$ cat src/rtl/gg_code_loader.sv
// gg_code_loader: stages cheat entries from the download bus, then wipes and reloads the geniecodes table.
// Optional trailing XOR checksum byte enabled by defining GG_CODE_CHECKSUM_EN.
module gg_code_loader #(
   parameter int MAX_CODES = 9,
   parameter int ENTRY_B   = 5
) (
   input  logic        clk,
   input  logic        reset_n,
   input  logic        ce,
   input  logic        dl_active,
   input  logic        dl_wr,
   input  logic [7:0]  dl_data,
   input  logic        clear,
   output logic [37:0] code,
   output logic        busy,
   output logic [3:0]  num_codes,
   output logic        err
);

`ifdef GG_CODE_CHECKSUM_EN
   localparam int CAP_B = MAX_CODES * ENTRY_B + 1;
`else
   localparam int CAP_B = MAX_CODES * ENTRY_B;
`endif
   localparam int PW = $clog2(CAP_B + 1);
   localparam logic [PW-1:0] PTR_FULL  = PW'(CAP_B);
   localparam logic [3:0]    LAST_SLOT = 4'(MAX_CODES - 1);
   localparam logic [3:0]    NUM_SLOTS = 4'(MAX_CODES);
   localparam logic [2:0]    LAST_SEL  = 3'(ENTRY_B - 1);

   typedef enum logic [1:0] {
      ST_IDLE = 2'd0,
      ST_WIPE = 2'd1,
      ST_LOAD = 2'd2
   } state_t;

   state_t        r_state;
   logic [3:0]    r_idx;
   logic [3:0]    r_n_pend;
   logic [37:0]   r_code;
   logic          r_busy;
   logic [3:0]    r_num;
   logic          r_err;
   logic          r_dl_d;
   logic [PW-1:0] r_wr_ptr;
   logic [2:0]    r_sel;
   logic [3:0]    r_ent;

   logic          r_en     [MAX_CODES];
   logic          r_cmp_en [MAX_CODES];
   logic [14:0]   r_addr   [MAX_CODES];
   logic [7:0]    r_cmp    [MAX_CODES];
   logic [7:0]    r_rep    [MAX_CODES];

   logic          w_rise;
   logic          w_fall;
   logic [PW-1:0] w_ptr;
   logic [2:0]    w_sel;
   logic [3:0]    w_ent;
   logic          w_full;
   logic          w_accept;
   logic          w_ovf;
   logic [3:0]    w_n;
   logic          w_ck_ok;
   logic          w_commit;
   logic          w_ck_fail;
   logic          w_clear_go;
`ifdef GG_CODE_CHECKSUM_EN
   logic [7:0]    r_xor;
   logic [7:0]    w_xor;
`endif

   assign code      = r_code;
   assign busy      = r_busy;
   assign num_codes = r_num;
   assign err       = r_err;

   // Edge detection, pointer rewind on a new download, and commit sizing
   always_comb begin
      w_rise = dl_active & ~r_dl_d;
      w_fall = ~dl_active & r_dl_d;
      if (w_rise) begin
         w_ptr = '0;
         w_sel = 3'd0;
         w_ent = 4'd0;
      end else begin
         w_ptr = r_wr_ptr;
         w_sel = r_sel;
         w_ent = r_ent;
      end
      w_full   = (w_ptr == PTR_FULL);
      w_accept = dl_active & dl_wr & ~w_full;
      w_ovf    = dl_active & dl_wr & w_full;
`ifdef GG_CODE_CHECKSUM_EN
      w_xor   = w_rise ? 8'h00 : r_xor;
      w_ck_ok = (r_xor == 8'h00);
      // The checksum byte is excluded from the entry count
      if ((r_sel == 3'd0) && (r_ent != 4'd0)) begin
         w_n = r_ent - 4'd1;
      end else begin
         w_n = r_ent;
      end
`else
      w_ck_ok = 1'b1;
      w_n     = r_ent;
`endif
      w_commit   = w_fall & w_ck_ok;
      w_ck_fail  = (r_state == ST_IDLE) & w_fall & ~w_ck_ok;
      w_clear_go = clear & ~dl_active;
   end

   // Download byte counters: total bytes, byte-within-entry and entry index
   always_ff @(posedge clk or negedge reset_n) begin
      if (!reset_n) begin
         r_dl_d   <= 1'b0;
         r_wr_ptr <= '0;
         r_sel    <= 3'd0;
         r_ent    <= 4'd0;
`ifdef GG_CODE_CHECKSUM_EN
         r_xor    <= 8'h00;
`endif
      end else begin
         r_dl_d <= dl_active;
         if (w_accept) begin
            r_wr_ptr <= w_ptr + PW'(1);
            if (w_sel == LAST_SEL) begin
               r_sel <= 3'd0;
               r_ent <= w_ent + 4'd1;
            end else begin
               r_sel <= w_sel + 3'd1;
               r_ent <= w_ent;
            end
`ifdef GG_CODE_CHECKSUM_EN
            r_xor <= w_xor ^ dl_data;
`endif
         end else begin
            r_wr_ptr <= w_ptr;
            r_sel    <= w_sel;
            r_ent    <= w_ent;
`ifdef GG_CODE_CHECKSUM_EN
            r_xor    <= w_xor;
`endif
         end
      end
   end

   // Staging buffer, decoded per field as bytes arrive; intentionally not reset
   always_ff @(posedge clk) begin
      if (w_accept && (w_ent < NUM_SLOTS)) begin
         case (w_sel)
            3'd0: begin
               r_en[w_ent]     <= dl_data[0];
               r_cmp_en[w_ent] <= dl_data[1];
            end
            3'd1:    r_addr[w_ent][14:8] <= dl_data[6:0];
            3'd2:    r_addr[w_ent][7:0]  <= dl_data;
            3'd3:    r_cmp[w_ent]        <= dl_data;
            3'd4:    r_rep[w_ent]        <= dl_data;
            default: ;
         endcase
      end
   end

   // Wipe/load sequencer with registered code, busy and status outputs
   always_ff @(posedge clk or negedge reset_n) begin
      if (!reset_n) begin
         r_state  <= ST_IDLE;
         r_idx    <= 4'd0;
         r_n_pend <= 4'd0;
         r_code   <= 38'd0;
         r_busy   <= 1'b0;
         r_num    <= 4'd0;
         r_err    <= 1'b0;
      end else begin
         if (w_rise) begin
            r_err <= 1'b0;
         end else if (w_ovf || w_ck_fail) begin
            r_err <= 1'b1;
         end else begin
            r_err <= r_err;
         end
         case (r_state)
            ST_IDLE: begin
               r_code <= 38'd0;
               r_idx  <= 4'd0;
               if (w_commit) begin
                  r_state  <= ST_WIPE;
                  r_n_pend <= w_n;
                  r_busy   <= 1'b1;
               end else if (w_clear_go) begin
                  r_state  <= ST_WIPE;
                  r_n_pend <= 4'd0;
                  r_busy   <= 1'b1;
               end else begin
                  r_busy <= 1'b0;
               end
            end
            ST_WIPE: begin
               if (w_rise) begin
                  r_state <= ST_IDLE;
                  r_code  <= 38'd0;
                  r_busy  <= 1'b0;
                  r_idx   <= 4'd0;
               end else if (ce) begin
                  r_code <= {1'b1, r_idx, 33'd0};
                  if (r_idx == LAST_SLOT) begin
                     r_idx <= 4'd0;
                     if (r_n_pend == 4'd0) begin
                        r_state <= ST_IDLE;
                        r_num   <= 4'd0;
                     end else begin
                        r_state <= ST_LOAD;
                     end
                  end else begin
                     r_idx <= r_idx + 4'd1;
                  end
               end else begin
                  r_code <= 38'd0;
               end
            end
            ST_LOAD: begin
               if (w_rise) begin
                  r_state <= ST_IDLE;
                  r_code  <= 38'd0;
                  r_busy  <= 1'b0;
                  r_idx   <= 4'd0;
               end else if (ce) begin
                  r_code <= {1'b1, r_idx, r_en[r_idx], r_cmp_en[r_idx],
                             r_addr[r_idx], r_cmp[r_idx], r_rep[r_idx]};
                  if (r_idx == (r_n_pend - 4'd1)) begin
                     r_state <= ST_IDLE;
                     r_idx   <= 4'd0;
                     r_num   <= r_n_pend;
                  end else begin
                     r_idx <= r_idx + 4'd1;
                  end
               end else begin
                  r_code <= 38'd0;
               end
            end
            default: begin
               r_state <= ST_IDLE;
               r_code  <= 38'd0;
               r_busy  <= 1'b0;
               r_idx   <= 4'd0;
            end
         endcase
      end
   end

endmodule

$ cat config.mk
export PLATFORM = sky130hd
export DESIGN_NAME = gg_code_loader
export DESIGN_NICKNAME = d
export VERILOG_FILES = /design/src/rtl/gg_code_loader.sv
export SDC_FILE = /design/constraint.sdc
export NUM_CORES = 1
export LEC_CHECK = 0
export ABC_AREA = 1
export CAP_MARGIN = 20
export CORE_MARGIN = 2
export CORE_UTILIZATION = 25
export CTS_BUF_LIST = sky130_fd_sc_hd__clkbuf_4
export CTS_CLUSTER_SIZE = 30
export DETAILED_ROUTE_END_ITERATION = 8
export GPL_TIMING_DRIVEN = 0
export PLACE_DENSITY = 0.37
export REMOVE_ABC_BUFFERS = 1
export SYNTH_ARGS = -nofsm -noshare
export SYNTH_HDL_FRONTEND = slang
export SYNTH_SLANG_ARGS = --single-unit
$ cat constraint.sdc
create_clock -name clk -period 4.6 [get_ports clk]
set_input_delay 0.92 -clock clk [delete_from_list [all_inputs] [get_ports clk]]
set_output_delay 0.92 -clock clk [all_outputs]
set_load 0.005 [all_outputs]
==> results of run 1 <==
-- worst register-to-register path, delay by kind of cell, from the launching register on --
family                     cells  cell delay (ns)
adders and majority gates      1             0.24
DFF                            1             0.42
and+or+nand+nor                7             2.12
-- cells in the final DEF (no fill, tap or decap), drive strengths merged, types with 2 or more instances in the layout --
cell type and n:
clkbuf 167, edfxtp 297, ha 19, inv 76
dfrtp 68, xnor2 3, nand3 50, or2 2
nand4 7, nand2 142, o21ai 144, clkinvlp 2
buf 19, o211ai 33, o22ai 72, xor2 6
nor2 211, clkdlybuf4s50 49, clkinv 23
-- per-stage QoR --
step | std cells | area (um2)
3_5_place_dp | 1964 | 16160
5_1_grt | 2162 | 17580
6_report | 2162 | 17580
2_1_floorplan | 1131 | 14400
3_3_place_gp | 1953 | 15920
4_1_cts | 2161 | 17570
-- sequential cells by signal, summed over array words and instances (netlist names) --
signal,flops
r_cmp,72
r_dl_d,1
code,38
r_wr_ptr,6
r_en,9
r_n_pend,4
r_state,2
r_rep,72
r_idx,4
busy,1
num_codes,4
err,1
r_ent,4
r_addr,135
r_cmp_en,9
r_sel,3
-- area by class of cell --
class	instances	area, um2	share of cell area
Antenna cell	1	2.502	0.0001424
Multi-Input combinational cell	693	3501	0.1992
Timing Repair Buffer	69	803.3	0.04570
Sequential cell	365	10630	0.6048
Clock buffer	167	1254	0.07133
Clock inverter	29	145.1	0.008258
Tap cell	765	957.2	0.05446
Inverter	73	284.0	0.01616
-- layer usage --
layer | part of all wire | track usage | vias up
met2 | 0.46 | 0.2102 | 195
met3 | 0.043 | 0.03028 | 74
met1 | 0.47 | 0.1804 | 4630
li1 | - | - | 4551
met5 | 0 | 0 | -
met4 | 0.024 | 0.05670 | 0
-- final timing paths --
check | end | slack (ns)
max | r_rep[3][0] | 1.11
min | code[3] | 0.43
max reg2reg | r_rep[3][0] | 1.38
min reg2reg | code[3] | 0.43
max in group asynchronous | r_idx[0] | 3.43
min in group asynchronous | code[3] | 0.53
-- timing repair --
action,CTS,global route
hold endpoints to repair,23,0
hold buffers,1,0
endpoints found under the setup margin,0,0
-- logic make-up after synthesis --
| group | Yosys count | share of synthesized area |
|---|---|---|
| AND/OR/NAND/NOR | 413 | 0.1186 |
| flip-flops | 365 | 0.7229 |
| multiplexers | 1 | 0.0007665 |
| buffers and inverters | 136 | 0.03875 |
| adder cells (fa/ha/maj) | 19 | 0.01618 |
| AO/OA/AOI/OAI | 251 | 0.09744 |
| XOR/XNOR | 9 | 0.005366 |
-- report_power, final --
part | internal [mW] | switching [mW]
registers | 3.62 | 0.0998
logic | 0.389 | 0.831
clock network | 1.70 | 1.42
==> run metrics, run 1 <==
depth of the most critical reg-to-reg path=8; overall routing resource usage=0.1349; # Post-CTS Setup Buffers=0; share of cells above drive strength 1=0.1590; Post-synth top cells=edfxtp_1, nor2_1, o21ai_0; DIE WIDTH=about 250 um; CTS root buf=clkbuf_4; max incr delay on CP=0.80 ns; total power per unit cell area=458.3 mW/mm2; Setup TNS=0 ns; top-area cell type share of the netlist area=0.6071; WP data required=about 5 ns; via-per-instance ratio=4.371; Core Region=a little under 0.06 mm2; # rows=88; die area=0.06072 mm2; MaxCap Viol Count=0; maximum VDD drop=0.2496 mV; worst path cell trace=clkdlybuf4s50_1, inv_2, nor2_2, nor2_1, ha_1, nand4_2, nand2_4, nor2_8, nand4_4, nor2_1; ys flop type=edfxtp_1; grt ovf=0; Avg Cell Area, Syn=12.30 um2; Lkg Pwr=6.583 nW; Critical Path AT=about 3.9 ns; P&R area growth vs syn=19.64%; Post-synth EDFFs=around 300; Hold WC Path Type=flop to flop; Port Buffers=57; TritonCTS clock tree=built; WL/cell=between 15 and 20 um; sequential share of the synthesized area=0.7229; worst slew pin tran=1.000 ns; Clock Latency Late Sink=0.84 ns; Synth Cell Area=roughly 0.015 mm2; crit path kind=primary input to flop; cell taking the most area after synthesis=edfxtp_1; Worst Setup Slack, final=1.114 ns; Worst Hold Margin=0.4343 ns; Boundary Pins=between 50 and 60; number of global-route vias before repair=9,713; CP max FO=10; Critical-path top delay cell=nor2_1; clock transition at the registers of the reported paths=0.07 ns; synth top area cells=edfxtp_1, dfrtp_1, nor2_1, o21ai_0, nand2_1; Final Max Slew Viols=0; Worst Setup SP=dl_active; Final setup viols=0; period utilization=0.7578; FF+latch count, synth=365; Mapped Cells=1,194; iteration count of the initial detailed-routing pass=5; total power=8.055 mW; RSZ-0062 raised after global routing=no; Fin. Hold Viols=0; CTS max path bufs=3; drt total wl=40,420 um; initial antenna violation count=1; Crit path top cell by count=nor2_1; Worst setup SP type=primary input; Critical R2R Launch=r_dl_d; H-tree depth=3; Synth cell types=35; Peak Freq=286.9 MHz; clock skew=0.06118 ns; Antenna Violating Nets Remaining=0; number of buffers created by CTS=104; nets=1,339; minimum clock period=roughly 3.5 ns; DRC=0; utilization of the core after routing=0.3035; global-route wire length before repair=60,480 um; Die Ht=246.4 um; largest net degree at the start of global routing=108; cell with the most instances after synthesis=edfxtp_1; Worst Path Buf+Inv=2; initial core utilization=0.2537; Worst Hold Path Cells=2; cell family with most CP delay=simple AND/OR/NAND/NOR gates; number of cells on the critical path=10; YS warnings=0; status=finished, final reports clean; gpl congestion=0.7126; Async SR Flop Fraction=0.1863; via count=9,450; fill count=6,070; HPWL Detailed=22,670 um; slew margin rel.=0.3307; clk sinks=365; Hold Startpoint=r_rep[8][3]; worst slack, placed=0.2636 ns; 1st-iter DRT viols=513; Critical Path End Type=flop; cts repair resizes=0
Note: power is estimated with default switching activity, not from simulation.
==> run 2, diff against run 1 <==
clock period = 3.4 ns   (was 4.6 ns; I/O delays follow)
==> run metrics, run 2 (synthesized netlist as in run 1, its figures left out) <==
Peak Freq=319.5 MHz; gpl congestion=0.7126 (unchanged); total power=10.89 mW (+35%); HPWL Detailed=22,670 um (unchanged); MaxCap Viol Count=0 (unchanged); Worst Path Buf+Inv=3 (+1); WP data required=3.82 ns (-1.19 ns); Worst setup SP type=primary input; H-tree depth=3 (unchanged); Critical-path top delay cell=nor2_1; worst slew pin tran=0.8952 ns (-0.1051 ns); Clk pwr share=0.387 (about the same); number of global-route vias before repair=9,713 (unchanged); DRC=0 (unchanged); Die Ht=246.4 um (unchanged); sw power=3.183 mW (+35%); Final Max Slew Viols=0 (unchanged); fill count=6,069 (-0.016%); CP max FO=10 (unchanged); drt total wl=40,440 um (about the same); Boundary Pins=58 (unchanged); status=finished, final reports clean; Hold WC Path Type=primary input to asynchronous set/reset pin; worst path cell trace=clkdlybuf4s50_1, inv_2, nor2_2, nor2_1, inv_1, ha_1, a21oi_1, nor2_8, nand4_4, nor2_1; Top reg by flops=r_addr; crit path kind=primary input to flop; nets=1,339 (unchanged); iteration count of the initial detailed-routing pass=7 (+2); clock skew=0.05697 ns (-0.004214 ns); Largest register FFs=135 (unchanged); maximum VDD drop=0.3380 mV (+35%); biggest registers after layout=r_addr x135, r_cmp x72, r_rep x72; Fin. Hold Viols=0 (unchanged); Final setup viols=0 (unchanged); most frequent cells in the layout=edfxtp_1, nor2_1, clkbuf_4; via-per-instance ratio=4.370 (about the same); slew margin rel.=0.4010 (+0.07033); number of buffers created by CTS=104 (unchanged); P&R area growth vs syn=19.69% (about the same); cell family with most CP delay=simple AND/OR/NAND/NOR gates; Setup TNS=0 ns (unchanged); largest net degree at the start of global routing=108 (unchanged); total power per unit cell area=619.6 mW/mm2 (+35%); CTS max path bufs=3 (unchanged); RSZ-0062 raised after global routing=yes; initial antenna violation count=1 (unchanged); die area=0.06072 mm2 (unchanged); clock transition at the registers of the reported paths=0.07 ns (about the same); initial core utilization=0.2537 (unchanged); sequential share of power=0.461 (about the same); most common cell after layout, fill and taps aside=edfxtp_1; DIE WIDTH=246.4 um (unchanged); period utilization=0.9206; # rows=88 (unchanged); FF+latch area=0.01063 mm2 (unchanged); Lkg Pwr=6.582 nW (about the same); share of cells above drive strength 1=0.1612 (+0.002149); Core Region=0.05792 mm2 (unchanged); 1st-iter DRT viols=494 (-3.7%); Power Internal=7.711 mW (+35%); multi-input logic area=0.003508 mm2 (+0.21%); Sw Ratio=0.2922 (about the same); max incr delay on CP=0.69 ns (-0.11 ns); Clock Latency Late Sink=0.84 ns (about the same); grt ovf=0 (unchanged); clk sinks=365 (unchanged); TritonCTS clock tree=built; Port Buffers=57 (unchanged); CTS root buf=clkbuf_4; via count=9,448 (-0.021%); WL/cell=18.70 um (about the same); Antenna Violating Nets Remaining=0 (unchanged); Critical Path AT=3.55 ns (-0.34 ns); combinational share of power=0.152 (about the same); global-route wire length before repair=60,480 um (unchanged); Critical Path End Type=flop; overall routing resource usage=0.1349 (unchanged); # Post-CTS Setup Buffers=0 (unchanged); Crit path top cell by count=nor2_1; minimum clock period=3.130 ns
-- run 2: changes by cell type in the layout (fill, tap and decap cells not counted) --
cell,delta
nor2_2,+3
nor2_1,-3
-- run 2: worst reg2reg max path, cell delays in order (launching register included) --
cell,delay [ns]
dfrtp_1,0.42
nor2_2,0.48
nor2_1,0.21
inv_1,0.15
ha_1,0.16
a21oi_1,0.13
nor2_8,0.23
nand4_4,0.21
nor2_1,0.70
-- run 2: stage by stage --
| stage | util | setup slack, ns | hold WS (ns) | cell area (um2) | instances |
|---|---|---|---|---|---|
| floorplan | - | -1.056 | 0.3844 | 14400 | 1131 |
| global placement | 0.2749 | -5.237 | 0.4610 | 15920 | 1953 |
| detailed placement | 0.2791 | -0.6964 | 0.4623 | 16160 | 1964 |
| CTS | 0.3034 | 0.1316 | 0.1998 | 17570 | 2161 |
| global route | 0.3036 | -0.03308 | 0.2713 | 17580 | 2162 |
| finish | 0.3036 | 0.2700 | 0.2962 | 17580 | 2162 |
-- run 2: cell type report --
cell class,count,area share
antenna,1,0.0001423
clock buffer,167,0.07130
clock inverter,29,0.008254
inverter,73,0.01615
multi-input combinational,693,0.1995
sequential,365,0.6045
tap,765,0.05444
timing repair buffer,69,0.04568
-- run 2: routing by layer --
layer / global-route usage / part of all wire / vias to the layer above
li1: - / - / 4549
met1: 0.1804 / 0.47 / 4610
met2: 0.2102 / 0.46 / 212
met3: 0.03028 / 0.045 / 77
met4: 0.05670 / 0.025 / 0
met5: 0 / 0 / -
-- run 2: worst paths after layout --
kind	start	endpoint	slack [ns]	depth (start not counted)
worst max-delay path	dl_active	r_rep[2][7]	0.27	10
worst min-delay path	reset_n	code[3]	0.30	2
worst max register to register	r_dl_d	r_rep[2][7]	0.30	8
worst min register to register	r_rep[8][3]	code[3]	0.44	2
max in group asynchronous	reset_n	r_idx[0]	2.47	3
min in group clk	dl_data[0]	r_addr[4][8]	0.32	1
-- run 2: timing repair --
item | 4_1_cts | 5_1_grt
endpoints found under the hold margin | 23 | 0
endpoints found under the setup margin | 0 | 23
hold buffers | 1 | 0
gates resized for setup | 0 | 3
-- run 2: power groups by stage --
| stage | combinational, mW | clock [mW] | sequential (mW) |
|---|---|---|---|
| final | 1.65 | 4.22 | 5.02 |
| after CTS | 1.69 | 4.41 | 5.03 |
| after detailed placement | 1.68 | 0 | 5.12 |
| after global placement | 1.54 | 0 | 5.26 |
| after global routing | 1.89 | 4.61 | 5.03 |
| after floorplan | 0.972 | 0 | 5.13 |
